## config.mk

```make
export PLATFORM = sky130hd
export DESIGN_NAME = dm_arbiter
export DESIGN_NICKNAME = d
export VERILOG_FILES = /design/src/rtl/dm_arbiter.sv
export SDC_FILE = /design/constraint.sdc
export NUM_CORES = 1
export LEC_CHECK = 0
export CAP_MARGIN = 15
export CELL_PAD_IN_SITES_DETAIL_PLACEMENT = 1
export CELL_PAD_IN_SITES_GLOBAL_PLACEMENT = 2
export CORE_MARGIN = 2
export CORE_UTILIZATION = 26
export CTS_BUF_LIST = sky130_fd_sc_hd__clkbuf_16
export DETAILED_ROUTE_END_ITERATION = 10
export GPL_ROUTABILITY_DRIVEN = 0
export HOLD_SLACK_MARGIN = 0.06
export PLACE_DENSITY = 0.88
export RECOVER_POWER = 100
export SYNTH_ARGS = -nofsm -noshare
export SYNTH_HDL_FRONTEND = slang
export SYNTH_SLANG_ARGS = --single-unit
```

## constraint.sdc

```tcl
create_clock -name clk -period 4.3 [get_ports clk]
set_clock_uncertainty 0.1 [all_clocks]
set_input_delay 0.86 -clock clk [delete_from_list [all_inputs] [get_ports clk]]
set_output_delay 0.86 -clock clk [all_outputs]
set_load 0.005 [all_outputs]
```

## src/rtl/dm_arbiter.sv

```systemverilog
// Two-port arbiter for a word-wide data memory: round-robin grants, registered read return,
// and read-modify-write for partial stores. Define DM_ARB_PRIO0_EN for fixed port-0 priority.
`timescale 1ns/1ps
module dm_arbiter #(
    parameter int ADDR_WIDTH = 12
) (
    input  logic                  clk,
    input  logic                  reset,
    input  logic                  req0,
    input  logic                  req1,
    input  logic                  we0,
    input  logic                  we1,
    input  logic [ADDR_WIDTH-1:0] addr0,
    input  logic [ADDR_WIDTH-1:0] addr1,
    input  logic [31:0]           wdata0,
    input  logic [31:0]           wdata1,
    input  logic [3:0]            be0,
    input  logic [3:0]            be1,
    output logic                  gnt0,
    output logic                  gnt1,
    output logic                  rvalid0,
    output logic                  rvalid1,
    output logic [31:0]           rdata0,
    output logic [31:0]           rdata1,
    output logic [ADDR_WIDTH-1:0] dm_read_addr,
    output logic [ADDR_WIDTH-1:0] dm_write_addr,
    output logic [31:0]           dm_write_data,
    output logic                  dm_write_enable,
    input  logic [31:0]           dm_read_result
);
    localparam logic [0:0] S_IDLE      = 1'b0;
    localparam logic [0:0] S_RMW_WRITE = 1'b1;
    localparam logic [ADDR_WIDTH-1:0] WORD_MASK = ~ADDR_WIDTH'(3);

    logic [0:0]            state_q, state_d;
    logic [31:0]           merge_q, merge_d;
    logic [ADDR_WIDTH-1:0] waddr_q, waddr_d;
    logic                  rvalid0_q, rvalid0_d, rvalid1_q, rvalid1_d;
    logic [31:0]           rdata0_q, rdata0_d, rdata1_q, rdata1_d;

    logic                  pick1;
    logic                  grant_any;
    logic                  sel_we;
    logic [ADDR_WIDTH-1:0] sel_waddr;
    logic [31:0]           sel_wdata;
    logic [3:0]            sel_be;
    logic [31:0]           mask;

`ifdef DM_ARB_PRIO0_EN
    always_comb pick1 = req1 && !req0;
`else
    logic rr_q, rr_d;

    // Pointer names the port that wins the next simultaneous request.
    always_comb begin
        pick1 = req1 && (!req0 || rr_q);
        rr_d  = rr_q;
        if (gnt0) rr_d = 1'b1;
        if (gnt1) rr_d = 1'b0;
    end

    always_ff @(posedge clk or posedge reset) begin
        if (reset) rr_q <= 1'b0;
        else       rr_q <= rr_d;
    end
`endif

    always_comb begin
        // NOTE: every combinational output gets a default first, so no path can infer a latch.
        grant_any       = (state_q == S_IDLE) && (req0 || req1) && !reset;
        gnt0            = grant_any && !pick1;
        gnt1            = grant_any && pick1;
        sel_we          = pick1 ? we1 : we0;
        sel_waddr       = (pick1 ? addr1 : addr0) & WORD_MASK;
        sel_wdata       = pick1 ? wdata1 : wdata0;
        sel_be          = pick1 ? be1 : be0;
        mask            = {{8{sel_be[3]}}, {8{sel_be[2]}}, {8{sel_be[1]}}, {8{sel_be[0]}}};

        state_d         = S_IDLE;
        merge_d         = merge_q;
        waddr_d         = waddr_q;
        rvalid0_d       = gnt0 && !sel_we;
        rvalid1_d       = gnt1 && !sel_we;
        rdata0_d        = rvalid0_d ? dm_read_result : rdata0_q;
        rdata1_d        = rvalid1_d ? dm_read_result : rdata1_q;

        dm_read_addr    = sel_waddr;
        dm_write_addr   = sel_waddr;
        dm_write_data   = sel_wdata;
        dm_write_enable = 1'b0;

        if (state_q == S_RMW_WRITE) begin
            dm_write_addr   = waddr_q;
            dm_write_data   = merge_q;
            dm_write_enable = !reset;
        end else if (grant_any && sel_we) begin
            if (sel_be == 4'b1111) begin
                dm_write_enable = 1'b1;
            end else if (sel_be != 4'b0000) begin
                // The read lane of this cycle supplies the bytes the store leaves untouched.
                merge_d = (dm_read_result & ~mask) | (sel_wdata & mask);
                waddr_d = sel_waddr;
                state_d = S_RMW_WRITE;
            end
        end
    end

    // NOTE: state updates use non-blocking assignments so every flop samples pre-edge values.
    always_ff @(posedge clk or posedge reset) begin
        if (reset) begin
            state_q   <= S_IDLE;
            merge_q   <= '0;
            waddr_q   <= '0;
            rvalid0_q <= 1'b0;
            rvalid1_q <= 1'b0;
            rdata0_q  <= '0;
            rdata1_q  <= '0;
        end else begin
            state_q   <= state_d;
            merge_q   <= merge_d;
            waddr_q   <= waddr_d;
            rvalid0_q <= rvalid0_d;
            rvalid1_q <= rvalid1_d;
            rdata0_q  <= rdata0_d;
            rdata1_q  <= rdata1_d;
        end
    end

    assign rvalid0 = rvalid0_q;
    assign rvalid1 = rvalid1_q;
    assign rdata0  = rdata0_q;
    assign rdata1  = rdata1_q;
endmodule

```

==> results.py <==
metrics = {
    "clocking": {
        "clk_pin_slew_ns": 0.07,
        "cts_made_buffers": 9,
        "hold_buffers": 0,
        "cts_max_level": 3,
        "clock_latency_ns": 0.35,
        "post_cts_buffers": 0,
        "ctsResizeCount": 0,
        "cts_tree": "built",
        "cts-root-buf": "clkbuf_16",
        "clk_path_buf_depth": 2,
        "clkSinkCount": 110,
    },
    "worst_setup_path": {
        "worstPathRequired_ns": 3.34,
        "path_cells": "dlygate4sd3_1, nand2_1, buf_12, mux2_1, mux2_2, clkdlybuf4s50_1",
        "setup.worst_path.end_class": "output pin",
        "crit_type": "input pin to output pin",
        "start_kind": "input pin",
        "critPathArrivalTime_ns": 3.09,
        "worst-path-max-fanout": 26,
        "cp_slowest_cell": "dlygate4sd3_1",
        "critPathMaxStageDelay_ns": 0.63,
    },
    "synthesis": {
        "netlist_area_um2": 5710,
        "synth.top_cells.by_count": "dfrtp_1, mux2_2, nand2_1, mux2_4, mux2i_1",
        "synth_edf_count": 0,
        "yosysMostFrequentCell": "dfrtp_1",
        "avgSynthCellArea_um2": 12.8,
        "ys.warnings.count": 0,
        "yosysSeqAreaShare_pct": 48.2,
        "ys.flop_type": "dfrtp_1",
        "synth.top_cells.by_area": "dfrtp_1, mux2_2, mux2_4",
        "yosys.area.top_type": "dfrtp_1",
        "async_flop_share_pct": 100,
        "yosysTopAreaCellShare_pct": 48.2,
        "synth_seq_cells": 110,
        "yosysUniqueCellTypes": 29,
        "synth_cells": 445,
    },
    "drt": {
        "drtAntennaViolNets": 0,
        "wl_per_cell_um": 18.8,
        "initialDrtViolationCount": 93,
        "dr.pass1.iters": 4,
        "vias_per_cell": 4.64,
        "wirelength_mm": 18.3,
        "drcViolationCount": 0,
        "num_vias": 4537,
    },
    "sta": {
        "setup_viol": 0,
        "hold_viol": 0,
        "worst_pin_slew_ns": 2.21,
        "slew_viol_final": 54,
        "fin_tns_setup_ns": 0,
        "finalCritPeriodShare_pct": 94.3,
        "relSlewSlack_pct": -47.7,
        "max_freq_mhz": 247,
        "min_period_ns": 4.05,
        "rsz0062_at_grt": "false",
    },
    "placement": {
        "dp_cells": 960,
        "io_buffers": 250,
        "hpwlAfterDp_mm": 13.8,
    },
    "power_and_ir_drop": {
        "powerDensity_nw_per_um2": 433,
        "p_leak_nw": 3.63,
        "ir_worst_vdd_v": 0.000240,
    },
    "layout": {
        "seq_area_um2": 2750,
        "nFillCells": 2319,
        "multiInputGateArea_um2": 2620,
        "nets": 825,
        "area_growth_pct": 52.0,
        "layout-drive-gt1-share_pct": 16.8,
        "finalNonFillerCells": 977,
    },
    "floorplan": {
        "start_util_pct": 26.3,
        "die_x_um": 152,
        "core_area_um2": 21700,
        "die_h_um": 152,
        "fp-row-count": 54,
        "io_pins": 259,
        "dieArea_um2": 23100,
    },
    "grt": {
        "grt_pass1_vias": 4975,
        "grt_pass1_wl_mm": 29.4,
        "grt.total_usage_pct": 16.1,
        "grt_start_max_net_pins": 55,
        "overflow": 0,
        "antenna_found_initial": 4,
    },
    "outcome": {
        "violations": "max-capacitance violations, max-slew violations",
        "status": "complete, but fails checks",
    },
    "run": {
        "cap_violations": 1,
    },
    "hold_path": {
        "hold_path.class": "register to register",
    },
}
final timing paths:
path / startpoint / endpoint / slack (ns) / depth (start not counted)
worst min register to register: merge_q[25] / merge_q[25] / 0.38 / 2
min in group asynchronous: reset / rr_q / 1.64 / 2
max in group asynchronous: reset / merge_q[16] / 0.83 / 3
worst min-delay path: merge_q[25] / merge_q[25] / 0.38 / 2
worst max register to register: state_q / rdata0[14] / 0.75 / 5
worst max-delay path: req1 / dm_write_addr[4] / 0.25 / 6
area by class of cell:
| class | count | area share [%] |
|---|---|---|
| Multi-Input combinational cell | 302 | 30.2 |
| Clock buffer | 9 | 2.60 |
| Sequential cell | 110 | 31.8 |
| Clock inverter | 7 | 1.10 |
| Inverter | 5 | 0.216 |
| Timing Repair Buffer | 263 | 30.1 |
| Antenna cell | 1 | 0.0289 |
| Tap cell | 280 | 4.04 |
per-stage QoR:
step	total power [mW]	utilization (%)	hold slack [ns]	setup slack [ns]	instance area, µm²
CTS	4.02	40.8	0.384	0.321	8850
floorplan	2.20	-	0.344	0.438	5720
global placement	3.02	39.3	0.362	0.351	8530
detailed placement	3.07	39.3	0.367	0.331	8530
global route	4.00	40.0	0.410	0.151	8670
finish	3.76	40.0	0.381	0.247	8670
cell families after synthesis:
family	count (synthesis)	synth area share, %
simple gates	64	4.85
flops	110	48.2
other cells	1	0.0657
mux	178	37.2
compound gates	56	5.68
buf+inv	36	3.95
per-layer routing:
metal  track usage [%]  routed length [µm]  vias to the layer above
li1                  -                   -                     2080
met1              19.1                7610                     2289
met2              28.2                9250                      143
met3              4.64                1120                       23
met4              4.85                 334                        2
met5                 0                  13                        -
state kept, by name (all words and copies together), names as in the netlist:
register and flops:
rvalid1 1, state_q 1, rr_q 1, rvalid0 1
rdata0 32, rdata1 32, waddr_q 10, merge_q 32
layout by cell type, fill, tap and decap left out, drive strengths merged:
cell type | netlist | final
nor2 | 10 | 10
a32oi | 1 | 1
a21oi | 1 | 1
mux2i | 36 | 36
o31ai | 8 | 8
o211ai | 1 | 1
nand2 | 42 | 42
dfrtp | 110 | 110
diode | 0 | 1
a211o | 1 | 1
nand4 | 3 | 3
or3 | 1 | 1
dlygate4sd3 | 0 | 78
clkdlybuf4s50 | 0 | 172
or4 | 2 | 2
clkinvlp | 0 | 1
nand3 | 1 | 1
conb | 1 | 4
bufinv | 0 | 2
nand2b | 1 | 1
o22ai | 8 | 8
o21ai | 35 | 35
or2 | 1 | 1
inv | 5 | 7
a21boi | 1 | 1
mux2 | 142 | 142
nor2b | 3 | 3
buf | 24 | 5
clkinv | 0 | 2
clkbuf | 7 | 17
power by group:
| group | leakage (nW) | switching, mW | total, mW | internal (mW) |
|---|---|---|---|---|
| logic | 2.14 | 0.483 | 1.28 | 0.799 |
| registers | 1.33 | 0.179 | 1.56 | 1.38 |
| clock network | 0.156 | 0.406 | 0.920 | 0.514 |
critical path: cells and delay by family:
kind | cells | cell delay (ns)
mux | 2 | 0.68
buf+inv | 3 | 1.32
simple gates | 1 | 0.21
No activity file was read; power rests on OpenSTA's default activity.
